File: config.mk
export PLATFORM = sky130hd
export DESIGN_NAME = synth_frame_sequencer_flat
export DESIGN_NICKNAME = d
export VERILOG_FILES = /design/src/rtl/synth_frame_sequencer_if.sv /design/src/rtl/synth_frame_sequencer.sv /design/src/flat_wrapper.sv
export SDC_FILE = /design/constraint.sdc
export NUM_CORES = 1
export LEC_CHECK = 0
export ABC_AREA = 1
export CORE_ASPECT_RATIO = 1.2
export CORE_MARGIN = 1.5
export CORE_UTILIZATION = 39
export DETAILED_ROUTE_END_ITERATION = 7
export PLACE_DENSITY = 0.81
export SLEW_MARGIN = 10
export SYNTH_ARGS = -nofsm -noshare
export SYNTH_HDL_FRONTEND = slang
export SYNTH_SLANG_ARGS = --single-unit
File: constraint.sdc
create_clock -name AUDIO_CLK -period 1.9 [get_ports AUDIO_CLK]
set_clock_uncertainty 0.15 [all_clocks]
set_input_delay 0.38 -clock AUDIO_CLK [delete_from_list [all_inputs] [get_ports AUDIO_CLK]]
set_output_delay 0.38 -clock AUDIO_CLK [all_outputs]
set_load 0.005 [all_outputs]
File: src/rtl/synth_frame_sequencer_if.sv
// Host write port and shared parameter-RAM port of the synth frame sequencer.
// The sequencer takes the slave modport; the host/RAM side takes master.
interface synth_frame_sequencer_if #(
    parameter int AW = 8,
    parameter int DW = 16
) ();
    logic          host_req;
    logic [AW-1:0] host_addr;
    logic [DW-1:0] host_wdata;
    logic          host_ack;
    logic [AW-1:0] ram_addr;
    logic          ram_rd;
    logic          ram_wr;
    logic [DW-1:0] ram_wdata;

    modport slave (
        input  host_req, host_addr, host_wdata,
        output host_ack, ram_addr, ram_rd, ram_wr, ram_wdata
    );

    modport master (
        output host_req, host_addr, host_wdata,
        input  host_ack, ram_addr, ram_rd, ram_wr, ram_wdata
    );
endinterface

File: src/rtl/synth_frame_sequencer.sv
// Per-sample slot sweep with engine-priority parameter RAM arbitration.
// Optional macro SYNTH_SEQ_OVERRUN_RESTART_EN: a trigger while busy restarts the frame.
module synth_frame_sequencer #(
    parameter int VOICES   = 32,
    parameter int V_ENVS   = 8,
    parameter int V_WIDTH  = 5,
    parameter int E_WIDTH  = 3,
    parameter int SLOT_DIV = 2,
    parameter int PARAM_DW = 16
) (
    input  logic                       AUDIO_CLK,
    input  logic                       reset_reg,
    input  logic                       trig,
    input  logic                       enable,
    output logic [V_WIDTH+E_WIDTH-1:0] slot_idx,
    output logic                       slot_valid,
    output logic                       frame_start,
    output logic                       frame_done,
    output logic                       busy,
    output logic                       overrun,
    output logic [7:0]                 overrun_cnt,
    synth_frame_sequencer_if.slave     host_bus
);
    localparam int PH_W = $clog2(SLOT_DIV);
    localparam logic [PH_W-1:0]    PH_LAST    = PH_W'(SLOT_DIV - 1);
    localparam logic [PH_W-1:0]    PH_ONE     = PH_W'(1);
    localparam logic [E_WIDTH-1:0] ENV_LAST   = E_WIDTH'(V_ENVS - 1);
    localparam logic [E_WIDTH-1:0] ENV_ONE    = E_WIDTH'(1);
    localparam logic [V_WIDTH-1:0] VOICE_LAST = V_WIDTH'(VOICES - 1);
    localparam logic [V_WIDTH-1:0] VOICE_ONE  = V_WIDTH'(1);

    typedef enum logic [1:0] {
        IDLE = 2'd0,
        RUN  = 2'd1,
        DONE = 2'd2
    } state_t;

    state_t               state_reg, state_next;
    logic [V_WIDTH-1:0]   voice_reg, voice_next;
    logic [E_WIDTH-1:0]   env_reg, env_next;
    logic [PH_W-1:0]      phase_reg, phase_next;
    logic                 trig_d_reg;
    logic                 overrun_reg, overrun_next;
    logic [7:0]           overrun_cnt_reg, overrun_cnt_next;

    logic                 trig_rise;
    logic                 start_req;
    logic                 busy_int;
    logic                 slot_valid_int;
    logic                 ram_wr_int;
    logic [PARAM_DW-1:0]  wdata_int;

    assign trig_rise = trig & ~trig_d_reg;
    assign start_req = trig_rise & enable;
    assign busy_int  = (state_reg != IDLE);

    always_ff @(posedge AUDIO_CLK) begin
        if (reset_reg) begin
            state_reg       <= IDLE;
            voice_reg       <= '0;
            env_reg         <= '0;
            phase_reg       <= '0;
            trig_d_reg      <= 1'b0;
            overrun_reg     <= 1'b0;
            overrun_cnt_reg <= '0;
        end else begin
            state_reg       <= state_next;
            voice_reg       <= voice_next;
            env_reg         <= env_next;
            phase_reg       <= phase_next;
            trig_d_reg      <= trig;
            overrun_reg     <= overrun_next;
            overrun_cnt_reg <= overrun_cnt_next;
        end
    end

    always_comb begin
        state_next       = state_reg;
        voice_next       = voice_reg;
        env_next         = env_reg;
        phase_next       = phase_reg;
        overrun_next     = overrun_reg;
        overrun_cnt_next = overrun_cnt_reg;

        case (state_reg)
            IDLE: begin
                if (start_req) begin
                    state_next = RUN;
                    voice_next = '0;
                    env_next   = '0;
                    phase_next = '0;
                end
            end
            RUN: begin
                if (phase_reg == PH_LAST) begin
                    phase_next = '0;
                    if (env_reg == ENV_LAST) begin
                        env_next = '0;
                        // Index parks at 0 once the last slot has been served
                        if (voice_reg == VOICE_LAST) begin
                            state_next = DONE;
                            voice_next = '0;
                        end else begin
                            voice_next = voice_reg + VOICE_ONE;
                        end
                    end else begin
                        env_next = env_reg + ENV_ONE;
                    end
                end else begin
                    phase_next = phase_reg + PH_ONE;
                end
            end
            DONE: begin
                state_next = IDLE;
            end
            default: begin
                state_next = IDLE;
            end
        endcase

        // A disabled sequencer ignores triggers entirely, so they are not overruns
        if (busy_int && start_req) begin
            overrun_next = 1'b1;
            if (overrun_cnt_reg != 8'hFF) begin
                overrun_cnt_next = overrun_cnt_reg + 8'd1;
            end
`ifdef SYNTH_SEQ_OVERRUN_RESTART_EN
            state_next = RUN;
            voice_next = '0;
            env_next   = '0;
            phase_next = '0;
`endif
        end
    end

    assign slot_valid_int = (state_reg == RUN) && (phase_reg == '0);

    assign slot_idx    = {voice_reg, env_reg};
    assign slot_valid  = slot_valid_int;
    assign frame_start = slot_valid_int && (voice_reg == '0) && (env_reg == '0);
    assign frame_done  = (state_reg == DONE);
    assign busy        = busy_int;
    assign overrun     = overrun_reg;
    assign overrun_cnt = overrun_cnt_reg;

    // Engine owns phase 0 of every slot; the host gets every other cycle
    assign ram_wr_int = host_bus.host_req & ~slot_valid_int & ~reset_reg;
    assign wdata_int  = host_bus.host_wdata;

    assign host_bus.ram_rd    = slot_valid_int;
    assign host_bus.ram_wr    = ram_wr_int;
    assign host_bus.host_ack  = ram_wr_int;
    assign host_bus.ram_addr  = slot_valid_int ? slot_idx : host_bus.host_addr;
    assign host_bus.ram_wdata = wdata_int;
endmodule

File: src/flat_wrapper.sv
// flat-port wrapper written by rule: the top's interface ports become plain ports
module synth_frame_sequencer_flat 
#(
    parameter int VOICES   = 32,
    parameter int V_ENVS   = 8,
    parameter int V_WIDTH  = 5,
    parameter int E_WIDTH  = 3,
    parameter int SLOT_DIV = 2,
    parameter int PARAM_DW = 16
)
  (AUDIO_CLK, reset_reg, trig, enable, slot_idx, slot_valid, frame_start, frame_done, busy, overrun, overrun_cnt, host_bus_host_req, host_bus_host_addr, host_bus_host_wdata, host_bus_host_ack, host_bus_ram_addr, host_bus_ram_rd, host_bus_ram_wr, host_bus_ram_wdata);
  synth_frame_sequencer_if #(.AW((V_WIDTH + E_WIDTH)), .DW(PARAM_DW)) host_bus_i ();
  input  logic AUDIO_CLK;
  input  logic reset_reg;
  input  logic trig;
  input  logic enable;
  output logic [V_WIDTH+E_WIDTH-1:0] slot_idx;
  output logic slot_valid;
  output logic frame_start;
  output logic frame_done;
  output logic busy;
  output logic overrun;
  output logic [7:0] overrun_cnt;
  input wire logic [$bits(host_bus_i.host_req)-1:0] host_bus_host_req;
  input wire logic [$bits(host_bus_i.host_addr)-1:0] host_bus_host_addr;
  input wire logic [$bits(host_bus_i.host_wdata)-1:0] host_bus_host_wdata;
  output wire logic [$bits(host_bus_i.host_ack)-1:0] host_bus_host_ack;
  output wire logic [$bits(host_bus_i.ram_addr)-1:0] host_bus_ram_addr;
  output wire logic [$bits(host_bus_i.ram_rd)-1:0] host_bus_ram_rd;
  output wire logic [$bits(host_bus_i.ram_wr)-1:0] host_bus_ram_wr;
  output wire logic [$bits(host_bus_i.ram_wdata)-1:0] host_bus_ram_wdata;
  assign host_bus_i.host_req = host_bus_host_req;
  assign host_bus_i.host_addr = host_bus_host_addr;
  assign host_bus_i.host_wdata = host_bus_host_wdata;
  assign host_bus_host_ack = host_bus_i.host_ack;
  assign host_bus_ram_addr = host_bus_i.ram_addr;
  assign host_bus_ram_rd = host_bus_i.ram_rd;
  assign host_bus_ram_wr = host_bus_i.ram_wr;
  assign host_bus_ram_wdata = host_bus_i.ram_wdata;
  synth_frame_sequencer #(.VOICES(VOICES), .V_ENVS(V_ENVS), .V_WIDTH(V_WIDTH), .E_WIDTH(E_WIDTH), .SLOT_DIV(SLOT_DIV), .PARAM_DW(PARAM_DW)) u_core (.AUDIO_CLK(AUDIO_CLK), .reset_reg(reset_reg), .trig(trig), .enable(enable), .slot_idx(slot_idx), .slot_valid(slot_valid), .frame_start(frame_start), .frame_done(frame_done), .busy(busy), .overrun(overrun), .overrun_cnt(overrun_cnt), .host_bus(host_bus_i));
endmodule
==> out/qor.txt, run 1 <==
mapped cell area = 1398 sq um
Final Max Slew Viols = 0
Ports = 77
internal power = 1.119 mW
crit-path max FO = 4
HPWL after DPL = 2423 microns
initial antenna violation count = 0
CTS tree = done
Leak = 0.9459 nW
Critical path buffers and inverters = 3
crit start category = flip-flop
share of layout cells above drive strength 1 = 20.91%
Worst path max stage delay = 0.37 ns
critical path depth = 7
Slowest cell on crit path = dfxtp_4
Power Total = 1.796 mW
H-tree depth = 1
Synth area leaders = dfxtp_1 (30%), nand2_1 (15%), buf_4 (10%)
Post-synth EDFFs = 0
number of max-cap violations = 0
Synth Area per Inst = 6.441 sq um
Yosys top cell by area = dfxtp_1
Core Region = 3396 sq um
Seq/Total Area, Yosys = 30.08%
DRT Wirelength = 3185 microns
# DRC = 8
Final Hold Viols = 0
pwr dens = 923.5 nW/um^2
chip width = 57.65 microns
highest clock rate = 544.4 MHz
post-layout minimum cycle time = 1.837 ns
Syn Nets = 253
DRT Pass-1 Iters = 8
actual slew at the worst max-slew pin = 0.2757 ns
CP dominant cell by count = buf_6
share of power burned in registers = 29.6%
Syn Inst Count = 217
Synth Flop Type = dfxtp_1
final RePlAce weighted congestion = 0.8114
Fill cells = 313
antenna diode count = 0
die area = 3953 sq um
NetSw = 0.6765 mW
YS warnings = 0
vias in the first global route = 1,249
initial DRC count = 87
routed via count = 1,426
DR WL/cell = 10.62 microns
Post-synth ARST share = 0%
failing checks = design-rule violations
distinct cell type count after synthesis = 22
CTS hold repair buffers = 0
Setup CP Type = flip-flop to output port
period utilization = 96.67%
total clock sinks = 21
clk root buf = clkbuf_8
largest net degree at the start of global routing = 16
Hold Crit Class = flip-flop to flip-flop
relative slew slack = 81.62%
worst-path cell chain = nor2_4 -> nand2_4 -> buf_6 -> buf_6 -> nand2_2 -> o21ai_2 -> buf_2
status = finished with violations
number of buffers created by CTS = 3
synth cell count leaders = nand2_1 (54), nor2_1 (32), inv_1 (24)
Clk network pwr share = 16.8%
hold slack = 0.3268 ns
Area Overhead vs Synth = 39.12%
worst vdd ir = 0.4561 mV
count leader, synth = nand2_1
critical path endpoint category = output port
Via density = 4.753
crit-path leading delay family = flip-flops
switching share of total power = 37.67%
DRT antenna net count = 0
# setup viols final = 0
Overall Global Routing Usage = 16.73%
Core Rows = 23
worst reg-to-reg path cell count = 10
Final nets = 300
Yosys top cell area share = 30.08%
IO buf count = 44
Clock Tree Buf Depth = 2
Initial Util = 41.16%
Critical Path RT = 1.37 ns
hold path cells = 2
CTS clk-pin slew, worst paths = 0.08 ns
clock latency on the worst-skew pair = 0.27 ns
Critical Path AT = 1.31 ns
global-route wire length before repair = 5209 microns
synthesized flop and latch total = 21
GR Overflow Total = 0
Die Ht = 68.58 microns
max reg flops = 8
combinational power share = 53.5%
## stage by stage
stage,area (sq um),setup WS (ns),util (%),cells,TNS [ns]
after global placement,1864,-0.1409,54.90,294,-0.8960
after floorplan,1398,0.2060,-,217,0
final,1944,0.06320,57.26,300,0
after global routing,1944,-0.002509,57.26,300,-0.002509
after detailed placement,1864,-0.1467,54.90,294,-1.058
after CTS,1924,-0.08769,56.67,300,-0.09695
## layout make-up
| type | instances | area, sq um | share of cell area [%] |
|---|---|---|---|
| Multi-Input combinational cell | 145 | 754.5 | 38.80 |
| Sequential cell | 21 | 425.4 | 21.88 |
| Clock buffer | 3 | 41.29 | 2.124 |
| Clock inverter | 1 | 5.005 | 0.2574 |
| Timing Repair Buffer | 64 | 560.5 | 28.83 |
| Inverter | 29 | 111.4 | 5.727 |
| Tap cell | 37 | 46.29 | 2.381 |
## layer usage
metal	up-vias	routed length, microns	global-route usage, %
met4	0	48	8.140
met5	-	0	0
met3	5	201	2.799
met1	631	1434	20.11
li1	748	-	-
met2	42	1501	28.98
## cell usage in the layout (no fill, tap or decap), types with 4 or more instances in the layout
master,synthesis,routed
a21oi_1,6,6
buf_2,1,5
buf_4,19,17
clkdlybuf4s50_1,0,30
dfxtp_1,21,19
ha_1,7,7
inv_1,24,24
nand2_1,54,51
nand2_2,3,5
nand3_1,15,15
nand4_1,4,4
nor2_1,32,32
o21ai_1,9,6
o21ai_2,0,5
## cell families (layout without fill, tap and decap cells)
family / after synthesis / count (layout) / share of synthesized area (%)
AOI/OAI and AO/OA: 19 / 19 / 6.983
and+or+nand+nor: 116 / 116 / 35.90
buffers and inverters: 51 / 97 / 18.89
xor gates and xnor gates: 3 / 3 / 1.880
DFF: 21 / 21 / 30.08
adders and majority gates: 7 / 7 / 6.266
## worst register-to-register path, stage by stage (launching register included)
cell     delay (ns)
dfxtp_1        0.31
buf_4          0.14
ha_1           0.21
inv_1          0.08
nor3_1         0.05
ha_1           0.19
nor2_1         0.20
o21ai_1        0.10
nand3_1        0.08
nand2_1        0.05
nor2_1         0.09
## repair_timing
item	in CTS	in global routing
gates resized for setup	36	22
setup endpoints to repair	15	14
pin swaps	1	2
setup buffers	2	1
## power by group through the flow
stage | combinational (mW) | sequential (mW) | clock [mW]
final | 0.961 | 0.532 | 0.302
after global routing | 1.07 | 0.538 | 0.321
after CTS | 0.936 | 0.532 | 0.309
after detailed placement | 0.921 | 0.539 | 0
after global placement | 0.908 | 0.538 | 0
after floorplan | 0.466 | 0.555 | 0
## worst paths after layout
check,start,to,slack [ns]
hold reg to reg,u_core.overrun$_SDFFE_PP0P_,u_core.overrun$_SDFFE_PP0P_,0.33
setup reg to reg,u_core.voice_reg[0]$_SDFFE_PP0P_,u_core.voice_reg[2]$_SDFFE_PP0P_,0.21
hold / removal,u_core.overrun$_SDFFE_PP0P_,u_core.overrun$_SDFFE_PP0P_,0.33
setup / recovery,u_core.state_reg[1]$_SDFFE_PP0P_,host_bus_ram_addr[6],0.06
Note: power is estimated with default switching activity, not from simulation.
==> run 2, diff against run 1 <==
Settings changed: CORE_UTILIZATION 39 to 42, PLACE_DENSITY 0.81 to 0.86.
Clock period 1.9 ns to 2.3 ns, I/O delays scaled along.
==> run 2 against run 1 <==
- the run now ends clean
- critical path depth stayed put
- non-clock buffer count shrank 14
- total power is 28% lower
- global-route usage rose by 0.21 points
- worst setup slack better by 0.031 ns
- register-to-register slack better by 0.38 ns
- sequential power fell by 14%
- via count decreased by 4.6%
- count of clock-buffer cells in the layout grew 1
- cell count shrank 5.0%
- die area fell by 6.8%
- design area shrank 5.6%
==> out/qor.txt, run 2 (same netlist as run 1, synthesis figures left out) <==
status = finished, final reports clean
Clock Tree Buf Depth = 2
CTS tree = done
Leak = 0.9386 nW
# setup viols final = 0
number of max-cap violations = 0
post-layout minimum cycle time = 2.206 ns
Setup CP Type = flip-flop to output port
antenna diode count = 0
NetSw = 0.4931 mW
crit-path max FO = 5
switching share of total power = 38.11%
total clock sinks = 21
clock latency on the worst-skew pair = 0.30 ns
share of layout cells above drive strength 1 = 10.04%
Final Hold Viols = 0
max reg flops = 8
Area Overhead vs Synth = 31.33%
actual slew at the worst max-slew pin = 0.3861 ns
die area = 3684 sq um
share of power burned in registers = 35.2%
Core Region = 3110 sq um
Clk network pwr share = 14.2%
critical path endpoint category = output port
Via density = 4.772
highest clock rate = 453.3 MHz
DR WL/cell = 10.50 microns
Hold Crit Class = flip-flop to flip-flop
Util after Layout = 59.01%
Slowest cell on crit path = clkdlybuf4s50_1
clk root buf = clkbuf_4
initial antenna violation count = 0
HPWL after DPL = 2259 microns
worst-path cell chain = inv_2 -> nor2_4 -> nand2_2 -> buf_6 -> nand3_1 -> inv_1 -> clkdlybuf4s50_1
DRT Wirelength = 2993 microns
Die Ht = 66.19 microns
vias in the first global route = 1,216
pwr dens = 705.0 nW/um^2
H-tree depth = 1
CTS clk-pin slew, worst paths = 0.12 ns
crit start category = flip-flop
initial DRC count = 33
worst vdd ir = 0.4043 mV
chip width = 55.66 microns
RSZ-0062 raised after global routing = false
Power Total = 1.294 mW
relative slew slack = 74.08%
Critical Path RT = 1.69 ns
Final Max Slew Viols = 0
number of buffers created by CTS = 3
Initial Util = 44.93%
final RePlAce weighted congestion = 0.9075
most frequent cells in the layout = nand2_1 (53), nor2_1 (32), clkdlybuf4s50_1 (32)
period utilization = 95.91%
global-route wire length before repair = 5071 microns
commonest non-fill, non-tap cell in the layout = nand2_1
# DRC = 0
Core Rows = 22
combinational power share = 50.7%
Worst path max stage delay = 0.49 ns
largest net degree at the start of global routing = 16
DRT antenna net count = 0
Ports = 77
routed via count = 1,360
Fill cells = 291
internal power = 0.8010 mW
IO buf count = 44
Final nets = 286
Overall Global Routing Usage = 16.94%
Critical Path AT = 1.60 ns
DRT Pass-1 Iters = 4
GR Overflow Total = 0
[run 2: critical path: cells and delay by family, from the launching register on]
kind,cells,cell delay (ns)
buffers and inverters,4,0.75
flip-flops,1,0.34
AND/OR/NAND/NOR,3,0.18
[run 2: metrics by stage]
step / instance area [sq um] / std cells / hold WS (ns) / setup WS, ns / setup TNS [ns]
floorplan: 1398 / 217 / 0.3150 / 0.4460 / 0
global placement: 1758 / 279 / 0.3161 / 0.1088 / 0
detailed placement: 1758 / 279 / 0.3235 / 0.07701 / 0
CTS: 1804 / 285 / 0.3494 / -0.01121 / -0.01121
global route: 1836 / 285 / 0.3790 / 0.01043 / 0
finish: 1836 / 285 / 0.3502 / 0.09403 / 0
[run 2: layout make-up]
type / instances / area [sq um] / share of cell area (%)
flip-flops and latches: 21 / 424.2 / 23.11
clock buffers: 4 / 26.28 / 1.431
inverters: 29 / 108.9 / 5.930
well taps: 36 / 45.04 / 2.454
repair buffers: 50 / 515.5 / 28.08
multi-input cells: 145 / 715.7 / 38.99
[run 2: per-layer routing]
metal	global-route usage (%)	vias to the layer above	wire (microns)
met2	30.51	39	1455
met1	19.17	595	1346
met4	7.012	0	29
li1	-	722	-
met5	0	-	0
met3	3.914	4	162
[run 2: worst paths after layout]
kind                                            to  slack (ns)  depth (start not counted)                              from
setup / recovery                   host_bus_ram_wr        0.09                          7  u_core.state_reg[0]$_SDFFE_PP0P_
hold / removal         u_core.overrun$_SDFFE_PP0P_        0.35                          2       u_core.overrun$_SDFFE_PP0P_
setup reg to reg  u_core.state_reg[0]$_SDFFE_PP0P_        0.59                          9  u_core.voice_reg[1]$_SDFFE_PP0P_
hold reg to reg        u_core.overrun$_SDFFE_PP0P_        0.35                          2       u_core.overrun$_SDFFE_PP0P_
[run 2: repair_timing]
item                                    4_1_cts  5_1_grt
gates cloned                                  0        0
resized for setup                             7       12
buffers inserted                              2        0
pin swaps                                     1        0
hold buffers                                  0        0
endpoints found under the setup margin       13        8
[run 2: power groups by stage]
stage / logic [mW] / registers (mW) / clock network [mW]
after detailed placement: 0.637 / 0.464 / 0
after CTS: 0.664 / 0.454 / 0.185
after global routing: 0.742 / 0.463 / 0.207
final: 0.656 / 0.455 / 0.183
after global placement: 0.630 / 0.465 / 0
after floorplan: 0.385 / 0.459 / 0
==> run 3, diff against run 2 <==
Settings changed: MAX_ROUTING_LAYER set to met4.
==> run 3 against run 2 <==
- total power is essentially flat
- maximum frequency hardly changed
- cell count unchanged
- worst setup slack gained 0.00050 ns
- register-to-register slack hardly changed
- critical endpoint unchanged
- count of clock-buffer cells in the layout did not move
==> out/qor.txt, run 3 (same netlist as run 1, synthesis figures left out) <==
number of buffers created by CTS = 3
Core Region = 3110 sq um
Ports = 77
# DRC = 0
CTS tree = done
commonest non-fill, non-tap cell in the layout = nand2_1
worst hold endpoint = u_core.overrun$_SDFFE_PP0P_
most frequent cells in the layout = nand2_1 (53), nor2_1 (32), clkdlybuf4s50_1 (32)
crit-path max FO = 5
routed via count = 1,356
DR WL/cell = 10.54 microns
Leak = 0.9386 nW
highest clock rate = 453.4 MHz
hold path cells = 2
actual slew at the worst max-slew pin = 0.3881 ns
max reg flops = 8
Final nets = 286
placed inst area = 1758 sq um
DP Worst Slack = 0.07701 ns
initial antenna violation count = 0
# setup viols final = 0
antenna diode count = 0
Critical Path AT = 1.60 ns
global-route wire length before repair = 5064 microns
Final Hold Viols = 0
Hold Crit Class = flip-flop to flip-flop
Critical Path RT = 1.69 ns
DRT Wirelength = 3005 microns
Via density = 4.758
H-tree depth = 1
fin area = 1836 sq um
CTS clk-pin slew, worst paths = 0.12 ns
clock latency on the worst-skew pair = 0.31 ns
pwr dens = 705.3 nW/um^2
final RePlAce weighted congestion = 0.9232
critical path endpoint category = output port
clk root buf = clkbuf_4
Power Total = 1.295 mW
hold path startpoint = u_core.overrun$_SDFFE_PP0P_
IO buf count = 44
Core Rows = 22
R2R Path End = u_core.state_reg[0]$_SDFFE_PP0P_
period utilization = 95.89%
Area Overhead vs Synth = 31.33%
chip width = 55.66 microns
GR Overflow Total = 0
post-layout minimum cycle time = 2.205 ns
Overall Global Routing Usage = 17.40%
Clock Tree Buf Depth = 2
die area = 3684 sq um
CTS hold repair buffers = 0
RSZ-0062 raised after global routing = false
worst vdd ir = 0.4043 mV
Initial Util = 44.93%
worst reg-to-reg setup slack = 0.59 ns
crit start category = flip-flop
vias in the first global route = 1,215
initial DRC count = 33
Final WS setup = 0.09453 ns
relative slew slack = 73.95%
number of max-cap violations = 0
DP Cell Count = 279
HPWL after DPL = 2259 microns
non-filler cells, final = 285
worst reg-to-reg path cell count = 9
largest net degree at the start of global routing = 16
total clock sinks = 21
share of layout cells above drive strength 1 = 10.04%
Die Ht = 66.19 microns
Setup CP Type = flip-flop to output port
Final Max Slew Viols = 0
DRT antenna net count = 0
status = finished, final reports clean
DRT Pass-1 Iters = 4
reg2reg start = u_core.voice_reg[1]$_SDFFE_PP0P_
run 3: cell counts in the layout (fill, tap and decap cells not counted):
Identical to the previous run, type by type.
run 3: per-stage QoR:
stage	hold slack (ns)	setup TNS, ns	utilization [%]
after floorplan	0.3150	0	-
after global placement	0.3161	0	56.52
after detailed placement	0.3235	0	56.52
after CTS	0.3494	-0.01121	58.00
after global routing	0.3790	0	59.01
final	0.3503	0	59.01
run 3: critical path: stages, from the launching register on:
cell	delay, ns
dfxtp_2	0.34
inv_2	0.07
nor2_4	0.04
nand2_2	0.08
buf_6	0.12
nand3_1	0.06
inv_1	0.07
clkdlybuf4s50_1	0.49
run 3: timing repair:
| item | CTS | global route |
|---|---|---|
| gates resized for setup | 7 | 12 |
| setup buffers | 2 | 0 |
| cloned | 0 | 0 |
| endpoints found under the setup margin | 13 | 8 |
| pin swaps | 1 | 0 |
| hold endpoints to repair | 0 | 0 |
run 3: area by class of cell:
cell class | count | area [sq um]
timing repair buffer | 50 | 515.5
tap | 36 | 45.04
sequential | 21 | 424.2
multi-input combinational | 145 | 715.7
fill | 291 | 1275
inverter | 29 | 108.9
clock buffer | 4 | 26.28
run 3: worst max path at each step:
stage,startpoint,endpoint,slack [ns],depth (start not counted)
finish,u_core.state_reg[0]$_SDFFE_PP0P_,host_bus_ram_wr,0.09,7
global placement,reset_reg,host_bus_host_ack,0.11,5
floorplan,reset_reg,host_bus_ram_wr,0.45,6
detailed placement,reset_reg,host_bus_host_ack,0.08,5
CTS,u_core.state_reg[0]$_SDFFE_PP0P_,host_bus_ram_addr[7],-0.01,8
global route,u_core.state_reg[0]$_SDFFE_PP0P_,host_bus_ram_wr,0.01,7
run 3: metal layers:
metal,global-route usage [%],wire length (microns)
met2,30.51,1458
met1,19.52,1381
met5,-,0
met3,3.327,136
met4,7.012,27
run 3: where the power goes:
group / total, mW / switching [mW] / internal (mW)
logic: 0.656 / 0.334 / 0.321
registers: 0.455 / 0.0433 / 0.412
clock network: 0.183 / 0.116 / 0.0677
total: 1.29 / 0.494 / 0.801
